$ cat config.mk
export PLATFORM = sky130hd
export DESIGN_NAME = id_ex_stage_flat
export DESIGN_NICKNAME = d
export VERILOG_FILES = /design/src/rtl/id_ex_stage_if.sv /design/src/rtl/id_ex_stage.sv /design/src/flat_wrapper.sv
export SDC_FILE = /design/constraint.sdc
export NUM_CORES = 1
export LEC_CHECK = 0
export ABC_AREA = 0
export CAP_MARGIN = 20
export CORE_MARGIN = 3
export CORE_UTILIZATION = 25
export CTS_BUF_LIST = sky130_fd_sc_hd__clkbuf_4 sky130_fd_sc_hd__clkbuf_8 sky130_fd_sc_hd__clkbuf_16
export DETAILED_ROUTE_END_ITERATION = 6
export HOLD_SLACK_MARGIN = 0.02
export PLACE_DENSITY_LB_ADDON = 0.08
export SETUP_SLACK_MARGIN = 0.05
export SLEW_MARGIN = 30
export SYNTH_ARGS = -nofsm -noshare
export SYNTH_HDL_FRONTEND = slang
export SYNTH_SLANG_ARGS = --single-unit
$ cat constraint.sdc
create_clock -name i_clk -period 2.33 [get_ports i_clk]
set_input_delay 0.3495 -clock i_clk [delete_from_list [all_inputs] [get_ports i_clk]]
set_output_delay 0.3495 -clock i_clk [all_outputs]
set_load 0.005 [all_outputs]
$ cat src/rtl/id_ex_stage_if.sv
// Handshake and payload bundle between decode and the id_ex_stage pipeline register.
// "slave" is the stage itself; "master" is whoever drives decode inputs and the execute-side ready.
interface id_ex_stage_if #(
    parameter int XLEN    = 64,
    parameter int RADDR_W = 5,
    parameter int CNT_W   = 16
);
    logic               i_valid;
    logic               o_ready;
    logic [XLEN-1:0]    i_rs1_data;
    logic [XLEN-1:0]    i_rs2_data;
    logic [XLEN-1:0]    i_imm;
    logic               i_alu_src;
    logic [1:0]         i_alu_op;
    logic [2:0]         i_funct3;
    logic               i_funct7_5;
    logic [RADDR_W-1:0] i_rd;
    logic               i_reg_write;
    logic               i_mem_read;
    logic               i_mem_write;
    logic               i_branch;
    logic               i_flush;
    logic               o_valid;
    logic               i_ready;
    logic [3:0]         o_alu_control;
    logic [XLEN-1:0]    o_alu_a;
    logic [XLEN-1:0]    o_alu_b;
    logic [XLEN-1:0]    o_store_data;
    logic [RADDR_W-1:0] o_rd;
    logic               o_reg_write;
    logic               o_mem_read;
    logic               o_mem_write;
    logic               o_branch;
    logic               o_illegal;
    logic [CNT_W-1:0]   o_stall_cnt;

    modport slave (
        input  i_valid, i_rs1_data, i_rs2_data, i_imm, i_alu_src, i_alu_op,
               i_funct3, i_funct7_5, i_rd, i_reg_write, i_mem_read, i_mem_write,
               i_branch, i_flush, i_ready,
        output o_ready, o_valid, o_alu_control, o_alu_a, o_alu_b, o_store_data,
               o_rd, o_reg_write, o_mem_read, o_mem_write, o_branch, o_illegal,
               o_stall_cnt
    );

    modport master (
        output i_valid, i_rs1_data, i_rs2_data, i_imm, i_alu_src, i_alu_op,
               i_funct3, i_funct7_5, i_rd, i_reg_write, i_mem_read, i_mem_write,
               i_branch, i_flush, i_ready,
        input  o_ready, o_valid, o_alu_control, o_alu_a, o_alu_b, o_store_data,
               o_rd, o_reg_write, o_mem_read, o_mem_write, o_branch, o_illegal,
               o_stall_cnt
    );
endinterface

$ cat src/rtl/id_ex_stage.sv
// ID/EX pipeline register: valid/ready handshake, ALU control decode, operand-B select,
// flush of the held entry and a saturating stall counter.
module id_ex_stage #(
    parameter int XLEN    = 64,
    parameter int RADDR_W = 5,
    parameter int CNT_W   = 16
) (
    input  logic          i_clk,
    input  logic          i_rst_n,
    id_ex_stage_if.slave  bus
);

    typedef enum logic [3:0] {
        ALU_AND = 4'b0000,
        ALU_OR  = 4'b0001,
        ALU_ADD = 4'b0010,
        ALU_SUB = 4'b0110,
        ALU_BAD = 4'b1111
    } alu_ctl_e;

    localparam logic [CNT_W-1:0] CNT_MAX = '1;

    logic               valid_q;
    logic               load;
    alu_ctl_e           alu_ctl_d;
    alu_ctl_e           alu_ctl_q;
    logic               illegal_d;
    logic               illegal_q;
    logic [XLEN-1:0]    op_b_d;
    logic [XLEN-1:0]    alu_a_q;
    logic [XLEN-1:0]    alu_b_q;
    logic [XLEN-1:0]    store_q;
    logic [RADDR_W-1:0] rd_q;
    logic               reg_write_q;
    logic               mem_read_q;
    logic               mem_write_q;
    logic               branch_q;
    logic [CNT_W-1:0]   stall_cnt_q;

    assign bus.o_ready = !valid_q || bus.i_ready;
    assign load        = bus.i_valid && bus.o_ready && !bus.i_flush;
    assign op_b_d      = bus.i_alu_src ? bus.i_imm : bus.i_rs2_data;

    // NOTE: defaults first so every path assigns both outputs and no latch is inferred.
    always_comb begin
        alu_ctl_d = ALU_BAD;
        illegal_d = 1'b1;
        unique case (bus.i_alu_op)
            2'b00: begin alu_ctl_d = ALU_ADD; illegal_d = 1'b0; end
            2'b01: begin alu_ctl_d = ALU_SUB; illegal_d = 1'b0; end
            2'b10: begin
                unique case (bus.i_funct3)
                    3'b000: begin
                        // Immediate forms have no subtract; bit 30 is part of the immediate there.
                        alu_ctl_d = (bus.i_funct7_5 && !bus.i_alu_src) ? ALU_SUB : ALU_ADD;
                        illegal_d = 1'b0;
                    end
                    3'b111:  begin alu_ctl_d = ALU_AND; illegal_d = 1'b0; end
                    3'b110:  begin alu_ctl_d = ALU_OR;  illegal_d = 1'b0; end
                    default: begin alu_ctl_d = ALU_BAD; illegal_d = 1'b1; end
                endcase
            end
            default: begin alu_ctl_d = ALU_BAD; illegal_d = 1'b1; end
        endcase
    end

    // NOTE: sequential state uses non-blocking assignments so all registers update from pre-edge values.
    always_ff @(posedge i_clk or negedge i_rst_n) begin
        if (!i_rst_n) begin
            valid_q     <= 1'b0;
            alu_ctl_q   <= ALU_AND;
            illegal_q   <= 1'b0;
            alu_a_q     <= '0;
            alu_b_q     <= '0;
            store_q     <= '0;
            rd_q        <= '0;
            reg_write_q <= 1'b0;
            mem_read_q  <= 1'b0;
            mem_write_q <= 1'b0;
            branch_q    <= 1'b0;
        end else if (bus.i_flush) begin
            // Side-effecting controls are killed; datapath values are left as they were.
            valid_q     <= 1'b0;
            illegal_q   <= 1'b0;
            reg_write_q <= 1'b0;
            mem_read_q  <= 1'b0;
            mem_write_q <= 1'b0;
            branch_q    <= 1'b0;
        end else if (load) begin
            valid_q     <= 1'b1;
            alu_ctl_q   <= alu_ctl_d;
            illegal_q   <= illegal_d;
            alu_a_q     <= bus.i_rs1_data;
            alu_b_q     <= op_b_d;
            store_q     <= bus.i_rs2_data;
            rd_q        <= bus.i_rd;
            reg_write_q <= bus.i_reg_write;
            mem_read_q  <= bus.i_mem_read;
            mem_write_q <= bus.i_mem_write;
            branch_q    <= bus.i_branch;
        end else if (valid_q && bus.i_ready) begin
            valid_q <= 1'b0;
        end
    end

    always_ff @(posedge i_clk or negedge i_rst_n) begin
        if (!i_rst_n) begin
            stall_cnt_q <= '0;
        end else if (valid_q && !bus.i_ready && !bus.i_flush && (stall_cnt_q != CNT_MAX)) begin
            stall_cnt_q <= stall_cnt_q + 1'b1;
        end
    end

    assign bus.o_valid       = valid_q;
    assign bus.o_alu_control = alu_ctl_q;
    assign bus.o_illegal     = illegal_q;
    assign bus.o_alu_a       = alu_a_q;
    assign bus.o_alu_b       = alu_b_q;
    assign bus.o_store_data  = store_q;
    assign bus.o_rd          = rd_q;
    assign bus.o_reg_write   = reg_write_q;
    assign bus.o_mem_read    = mem_read_q;
    assign bus.o_mem_write   = mem_write_q;
    assign bus.o_branch      = branch_q;
    assign bus.o_stall_cnt   = stall_cnt_q;

endmodule

$ cat src/flat_wrapper.sv
// flat-port wrapper written by rule: the top's interface ports become plain ports
module id_ex_stage_flat 
#(
    parameter int XLEN    = 64,
    parameter int RADDR_W = 5,
    parameter int CNT_W   = 16
)
  (i_clk, i_rst_n, bus_i_valid, bus_i_rs1_data, bus_i_rs2_data, bus_i_imm, bus_i_alu_src, bus_i_alu_op, bus_i_funct3, bus_i_funct7_5, bus_i_rd, bus_i_reg_write, bus_i_mem_read, bus_i_mem_write, bus_i_branch, bus_i_flush, bus_i_ready, bus_o_ready, bus_o_valid, bus_o_alu_control, bus_o_alu_a, bus_o_alu_b, bus_o_store_data, bus_o_rd, bus_o_reg_write, bus_o_mem_read, bus_o_mem_write, bus_o_branch, bus_o_illegal, bus_o_stall_cnt);
  id_ex_stage_if #(.XLEN(XLEN), .RADDR_W(RADDR_W), .CNT_W(CNT_W)) bus_i ();
  input  logic i_clk;
  input  logic i_rst_n;
  input wire logic [$bits(bus_i.i_valid)-1:0] bus_i_valid;
  input wire logic [$bits(bus_i.i_rs1_data)-1:0] bus_i_rs1_data;
  input wire logic [$bits(bus_i.i_rs2_data)-1:0] bus_i_rs2_data;
  input wire logic [$bits(bus_i.i_imm)-1:0] bus_i_imm;
  input wire logic [$bits(bus_i.i_alu_src)-1:0] bus_i_alu_src;
  input wire logic [$bits(bus_i.i_alu_op)-1:0] bus_i_alu_op;
  input wire logic [$bits(bus_i.i_funct3)-1:0] bus_i_funct3;
  input wire logic [$bits(bus_i.i_funct7_5)-1:0] bus_i_funct7_5;
  input wire logic [$bits(bus_i.i_rd)-1:0] bus_i_rd;
  input wire logic [$bits(bus_i.i_reg_write)-1:0] bus_i_reg_write;
  input wire logic [$bits(bus_i.i_mem_read)-1:0] bus_i_mem_read;
  input wire logic [$bits(bus_i.i_mem_write)-1:0] bus_i_mem_write;
  input wire logic [$bits(bus_i.i_branch)-1:0] bus_i_branch;
  input wire logic [$bits(bus_i.i_flush)-1:0] bus_i_flush;
  input wire logic [$bits(bus_i.i_ready)-1:0] bus_i_ready;
  output wire logic [$bits(bus_i.o_ready)-1:0] bus_o_ready;
  output wire logic [$bits(bus_i.o_valid)-1:0] bus_o_valid;
  output wire logic [$bits(bus_i.o_alu_control)-1:0] bus_o_alu_control;
  output wire logic [$bits(bus_i.o_alu_a)-1:0] bus_o_alu_a;
  output wire logic [$bits(bus_i.o_alu_b)-1:0] bus_o_alu_b;
  output wire logic [$bits(bus_i.o_store_data)-1:0] bus_o_store_data;
  output wire logic [$bits(bus_i.o_rd)-1:0] bus_o_rd;
  output wire logic [$bits(bus_i.o_reg_write)-1:0] bus_o_reg_write;
  output wire logic [$bits(bus_i.o_mem_read)-1:0] bus_o_mem_read;
  output wire logic [$bits(bus_i.o_mem_write)-1:0] bus_o_mem_write;
  output wire logic [$bits(bus_i.o_branch)-1:0] bus_o_branch;
  output wire logic [$bits(bus_i.o_illegal)-1:0] bus_o_illegal;
  output wire logic [$bits(bus_i.o_stall_cnt)-1:0] bus_o_stall_cnt;
  assign bus_i.i_valid = bus_i_valid;
  assign bus_i.i_rs1_data = bus_i_rs1_data;
  assign bus_i.i_rs2_data = bus_i_rs2_data;
  assign bus_i.i_imm = bus_i_imm;
  assign bus_i.i_alu_src = bus_i_alu_src;
  assign bus_i.i_alu_op = bus_i_alu_op;
  assign bus_i.i_funct3 = bus_i_funct3;
  assign bus_i.i_funct7_5 = bus_i_funct7_5;
  assign bus_i.i_rd = bus_i_rd;
  assign bus_i.i_reg_write = bus_i_reg_write;
  assign bus_i.i_mem_read = bus_i_mem_read;
  assign bus_i.i_mem_write = bus_i_mem_write;
  assign bus_i.i_branch = bus_i_branch;
  assign bus_i.i_flush = bus_i_flush;
  assign bus_i.i_ready = bus_i_ready;
  assign bus_o_ready = bus_i.o_ready;
  assign bus_o_valid = bus_i.o_valid;
  assign bus_o_alu_control = bus_i.o_alu_control;
  assign bus_o_alu_a = bus_i.o_alu_a;
  assign bus_o_alu_b = bus_i.o_alu_b;
  assign bus_o_store_data = bus_i.o_store_data;
  assign bus_o_rd = bus_i.o_rd;
  assign bus_o_reg_write = bus_i.o_reg_write;
  assign bus_o_mem_read = bus_i.o_mem_read;
  assign bus_o_mem_write = bus_i.o_mem_write;
  assign bus_o_branch = bus_i.o_branch;
  assign bus_o_illegal = bus_i.o_illegal;
  assign bus_o_stall_cnt = bus_i.o_stall_cnt;
  id_ex_stage #(.XLEN(XLEN), .RADDR_W(RADDR_W), .CNT_W(CNT_W)) u_core (.i_clk(i_clk), .i_rst_n(i_rst_n), .bus(bus_i));
endmodule
After elaboration in Yosys (flattened, before gate mapping):

Cells that the tools add are included.

* register bits: 223
* bits in latches: 0
* RAM bits: 0
* bits in read-only memories: 0
* bits of input ports: 213
* output and inout bits: 224
* word-level logic and storage cells: 57
* memories kept: 0

* $add $sub $neg: 1
* multipliers: 0
* div/mod/pow operators: 0
* order comparisons: 0
* equality and inequality tests: 5
* shift operators: 0
* mux-type cells: 19
* bitwise operators: 1
* reduce and logical (&&, ||, !) cells: 19

Operator list (count)
* $mux 64: 1
* $pmux 4 s3: 2
* $add 16x1->16 const B: 1
* $ne 16x16->1 const B: 1
* $mux 1: 14
* $logic_and 1x1->1: 7
* $eq 3x3->1 const B: 2
* $logic_not 1->1: 4
* $logic_not 3->1: 1
* $mux 3: 1
* $reduce_bool 3->1: 1
* $reduce_or 3->1: 1
* $eq 2x1->1 const B: 1
* $eq 2x2->1 const B: 1
* $logic_not 2->1: 1
* $pmux 1 s2: 1
* $reduce_and 2->1: 1
* $reduce_bool 2->1: 1
* $reduce_or 2->1: 1
* $logic_or 1x1->1: 1
* $not 1->1: 1

Logic depth before layout (Yosys ltp):

* depth after elaboration: 6
* gate-level depth with buffers: 6

Worst setup path before layout:

Ideal clock, no wire load.

* kind: register to register
* start: reg u_core.stall_cnt_q[0], in the netlist u_core.bus.o_stall_cnt[0]
* end: reg u_core.stall_cnt_q[1], in the netlist u_core.bus.o_stall_cnt[1]
* setup time: 0.127 ns
* data arrival time: 1.531 ns
* setup slack: 0.672 ns
* cell stages (with the launch flop): 6
* buffers on the path: 1
* clock period less this slack: 1.658 ns
* path through: dfrtp_1 ha_1 nand4_1 o41ai_4 buf_6 mux2_1

* longest elaborated chain between the ends: 2

RTL lines
* start, declared: line id_ex_stage.sv:38 `logic [CNT_W-1:0] stall_cnt_q;`
* start signal, assigned: line id_ex_stage.sv:110 `stall_cnt_q <= stall_cnt_q + 1'b1;`
* branches (longest 2 deep; another with $add 16x1->16)

Parallel ways; which one is timed is not known.
A chain may end at the register's enable or synchronous reset.

Final worst setup path:

* start: reg u_core.valid_q, in the netlist u_core.bus.o_valid
* end: out bus_o_ready

* longest elaborated chain between the ends: 2

RTL lines
* start, declared: line id_ex_stage.sv:23 `logic valid_q;`
* start signal, assigned: line id_ex_stage.sv:70 `valid_q <= 1'b0;`
* start signal, assigned: line id_ex_stage.sv:83 `valid_q <= 1'b0;`
* start signal, assigned: line id_ex_stage.sv:90 `valid_q <= 1'b1;`
* $logic_not 1->1: line id_ex_stage.sv:40 `assign bus.o_ready = !valid_q || bus.i_ready;`
* $logic_or 1x1->1: line id_ex_stage.sv:40
* end, declared: line flat_wrapper.sv:27 `output wire logic [$bits(bus_i.o_ready)-1:0] bus_o_ready;`

No other way between the ends.

==> impl_metrics.json <==
{
  "clk_latency_ns": 0.53,
  "place_area_mm2": 0.01417,
  "synthesis.nets": 883,
  "routedWlPerCell_um": 18.80,
  "critical_path.top_delay_family": "buffers and inverters",
  "cp-startpoint": "u_core.bus.o_valid",
  "switchingPower_mw": 3.013,
  "finClkSkew_ns": 0.007628,
  "drcViolationCount": 0,
  "worstMarginPinSlew_ns": 0.8120,
  "fmax_mhz": 481.3,
  "slew_headroom": 0.4568,
  "num_vias": 6875,
  "r2r_start": "u_core.bus.o_stall_cnt[0]",
  "antenna_left": 0,
  "post_cts_buffers": 0,
  "seq_power_share": 0.397,
  "path_cells": "nand2b_1 -> clkdlybuf4s50_1",
  "drive_above_1_share": 0.1943,
  "drtPass1Iterations": 6,
  "ff2ff_setup_slack_ns": 0.31,
  "postSynthRegisterBits": 223,
  "netSwitchingFraction": 0.2451,
  "cts-buffers-inserted": 28,
  "area_growth_pct": 67.72,
  "numClockSinks": 223,
  "critPathLaunchType": "flop",
  "cp.arrival_ns": 1.73,
  "grt_pass1_vias": 7557,
  "grt_max_degree": 65,
  "grt_pass1_wl_um": 46090,
  "p_clk_frac": 0.370,
  "ios": 437,
  "drt_iter0_markers": 128,
  "cap_violations": 0,
  "n_antenna_cell": 0,
  "crit_fanout": 5,
  "cts.path.max_buffers": 3,
  "dieArea_mm2": 0.03849,
  "synth-edff-count": 0,
  "initial_utilization": 0.2542,
  "setup_viol": 0,
  "syn_area_mm2": 0.009042,
  "hold_buffers": 1,
  "worst_path_max_delay_cell": "clkdlybuf4s50_1",
  "antenna_found_initial": 0,
  "synth.most_common_cell": "dfrtp_1",
  "h-tree-depth": 1,
  "synth_area_leaders": "dfrtp_1 (62%), mux2_2 (17%), mux2i_1 (7.1%)",
  "endpoint_kind": "output pin",
  "coreArea_mm2": 0.03557,
  "drt_wl_total_um": 30250,
  "async_flop_share": 1.000,
  "rows": 69,
  "syn-instance-count": 669,
  "report.final.slew_viol_count": 0,
  "grtUsageTotal": 0.1529,
  "p_comb_frac": 0.233,
  "finalHoldViolCount": 0,
  "cts_resized": 0,
  "hold_depth": 3,
  "setup.worst_path.class": "reg -> out",
  "max_stage_delay_ns": 0.58,
  "synth_commonest_cells": "dfrtp_1 (223), mux2_2 (133), nand2_1 (78), o21ai_0 (66), mux2i_1 (64)",
  "worst_r2r_endpoint": "u_core.bus.o_stall_cnt[1]",
  "crit_buf_inv": 1,
  "synth_flop_cell": "dfrtp_1",
  "gp_congestion": 0.7416,
  "synth.largest_area_cell": "dfrtp_1",
  "period_share": 0.8918,
  "fin_area_mm2": 0.01517,
  "min_path_type": "in -> reg",
  "synth_cell_types": 38,
  "setup_tns_ns": 0,
  "cts_tree": "yes",
  "crit_required_ns": 1.98,
  "rsz0062_at_grt": "false",
  "seq_area_frac_synth": 0.6171,
  "final.min_clock_period_ns": 2.078,
  "ir_drop_mv": 0.4836,
  "port_buffers": 436,
  "drt-vias-per-instance": 4.273,
  "postSynthAreaPerCell_um2": 13.52,
  "clockRootBuffer": "clkbuf_16",
  "worstHoldStart": "bus_i_alu_src",
  "status": "finished clean",
  "path_clk_slew_ns": 0.06,
  "synth_top_area_frac": 0.6171,
  "dp_hpwl_um": 23110,
  "leakage_nw": 6.548,
  "nNetsFinal": 1340,
  "ys_warn_count": 0,
  "grt-ovfl-total": 0,
  "die_w_um": 196.2,
  "whs_endpoint": "u_core.bus.o_alu_b[2]",
  "power_density_mw_per_mm2": 810.7,
  "p_int_mw": 9.282,
  "reg2regPathDepth": 4,
  "fp.dieH_um": 196.2
}
==> kinds of logic (layout without fill, tap and decap cells) <==
kind of cell	after synthesis	in the layout	synth area share
AO/OA/AOI/OAI	78	78	0.04871
XOR/XNOR	15	15	0.01453
buffers and inverters	39	518	0.02048
AND/OR/NAND/NOR	115	115	0.06005
adder cells (fa/ha/maj)	1	1	0.001383
flip-flops	223	223	0.6171
multiplexers	198	198	0.2377
==> worst max-delay path by stage <==
stage          cells past startpoint  slack, ns                          to
4_1_cts                            2       0.22                 bus_o_ready
6_report                           2       0.25                 bus_o_ready
5_1_grt                            5       0.11  u_core.bus.o_stall_cnt[14]
3_5_place_dp                       5       0.21  u_core.bus.o_stall_cnt[14]
2_1_floorplan                      5       0.67   u_core.bus.o_stall_cnt[1]
3_3_place_gp                       5       0.19  u_core.bus.o_stall_cnt[14]
==> registers in the layout, indices dropped and copies added (netlist names) <==
signal                    count
u_core.bus.o_valid            1
u_core.bus.o_mem_read         1
u_core.bus.o_alu_control      4
u_core.bus.o_illegal          1
u_core.bus.o_stall_cnt       16
u_core.bus.o_reg_write        1
u_core.bus.o_alu_b           64
u_core.bus.o_rd               5
u_core.bus.o_mem_write        1
u_core.bus.o_alu_a           64
u_core.bus.o_branch           1
u_core.bus.o_store_data      64
==> cell usage in the layout (no fill, tap or decap), types with 2 or more instances in the layout <==
cell type        instances
a22o_1                   4
clkbuf_8                 4
a21oi_1                  2
xnor2_1                  2
nor3b_1                  2
nor3_1                   3
nand2_1                 78
nand4_1                  2
clkinv_2                11
mux2i_1                 64
mux2_2                 133
clkdlybuf4s50_1        434
xor2_1                  13
o21ai_0                 66
clkbuf_16               29
nor4_1                   3
dfrtp_1                223
clkbuf_4                 3
and3_1                   2
nor2_1                   8
nand3_1                  3
buf_4                   16
bufinv_16                4
inv_1                    2
a21o_1                   3
buf_12                  12
nand2b_1                 3
==> worst register-to-register path, cell delays in order (launching register included) <==
cell,delay [ns]
dfrtp_1,0.42
ha_1,0.25
nand4_1,0.16
o41ai_4,0.69
mux2_1,0.39
==> through the flow <==
step | hold slack (ns) | utilization | cells | setup slack [ns] | total power [mW]
after global placement | 0.3850 | 0.3984 | 1556 | 0.1935 | 7.852
after floorplan | 0.05391 | - | 669 | 0.6715 | 5.705
after global routing | 0.3713 | 0.4264 | 1609 | 0.1098 | 12.96
after detailed placement | 0.3748 | 0.3984 | 1556 | 0.2083 | 7.869
final | 0.3787 | 0.4264 | 1609 | 0.2521 | 12.29
after CTS | 0.3560 | 0.4264 | 1609 | 0.2243 | 12.56
==> layer usage <==
metal,routed length (µm),GRT usage,up-vias
met4,648,0.03274,0
li1,-,-,3265
met2,14790,0.2586,246
met3,2265,0.04791,39
met5,0,0,-
met1,12540,0.1930,3325
==> power by group through the flow <==
stage / Combinational, mW / Clock, mW / Sequential (mW)
2_1_floorplan: 0.747 / 0 / 4.96
3_3_place_gp: 2.93 / 0 / 4.93
3_5_place_dp: 2.93 / 0 / 4.94
4_1_cts: 2.94 / 4.74 / 4.89
5_1_grt: 3.10 / 4.89 / 4.97
6_report: 2.87 / 4.55 / 4.88
==> layout make-up <==
cell class / count / area (µm²)
Timing Repair Buffer: 464 / 4730
Clock inverter: 16 / 182.7
Inverter: 2 / 7.507
Tap cell: 461 / 576.8
Sequential cell: 223 / 5580
Multi-Input combinational cell: 407 / 3286
Fill cell: 3362 / 20400
Clock buffer: 36 / 803.3
(Power assumes the default switching activity.)
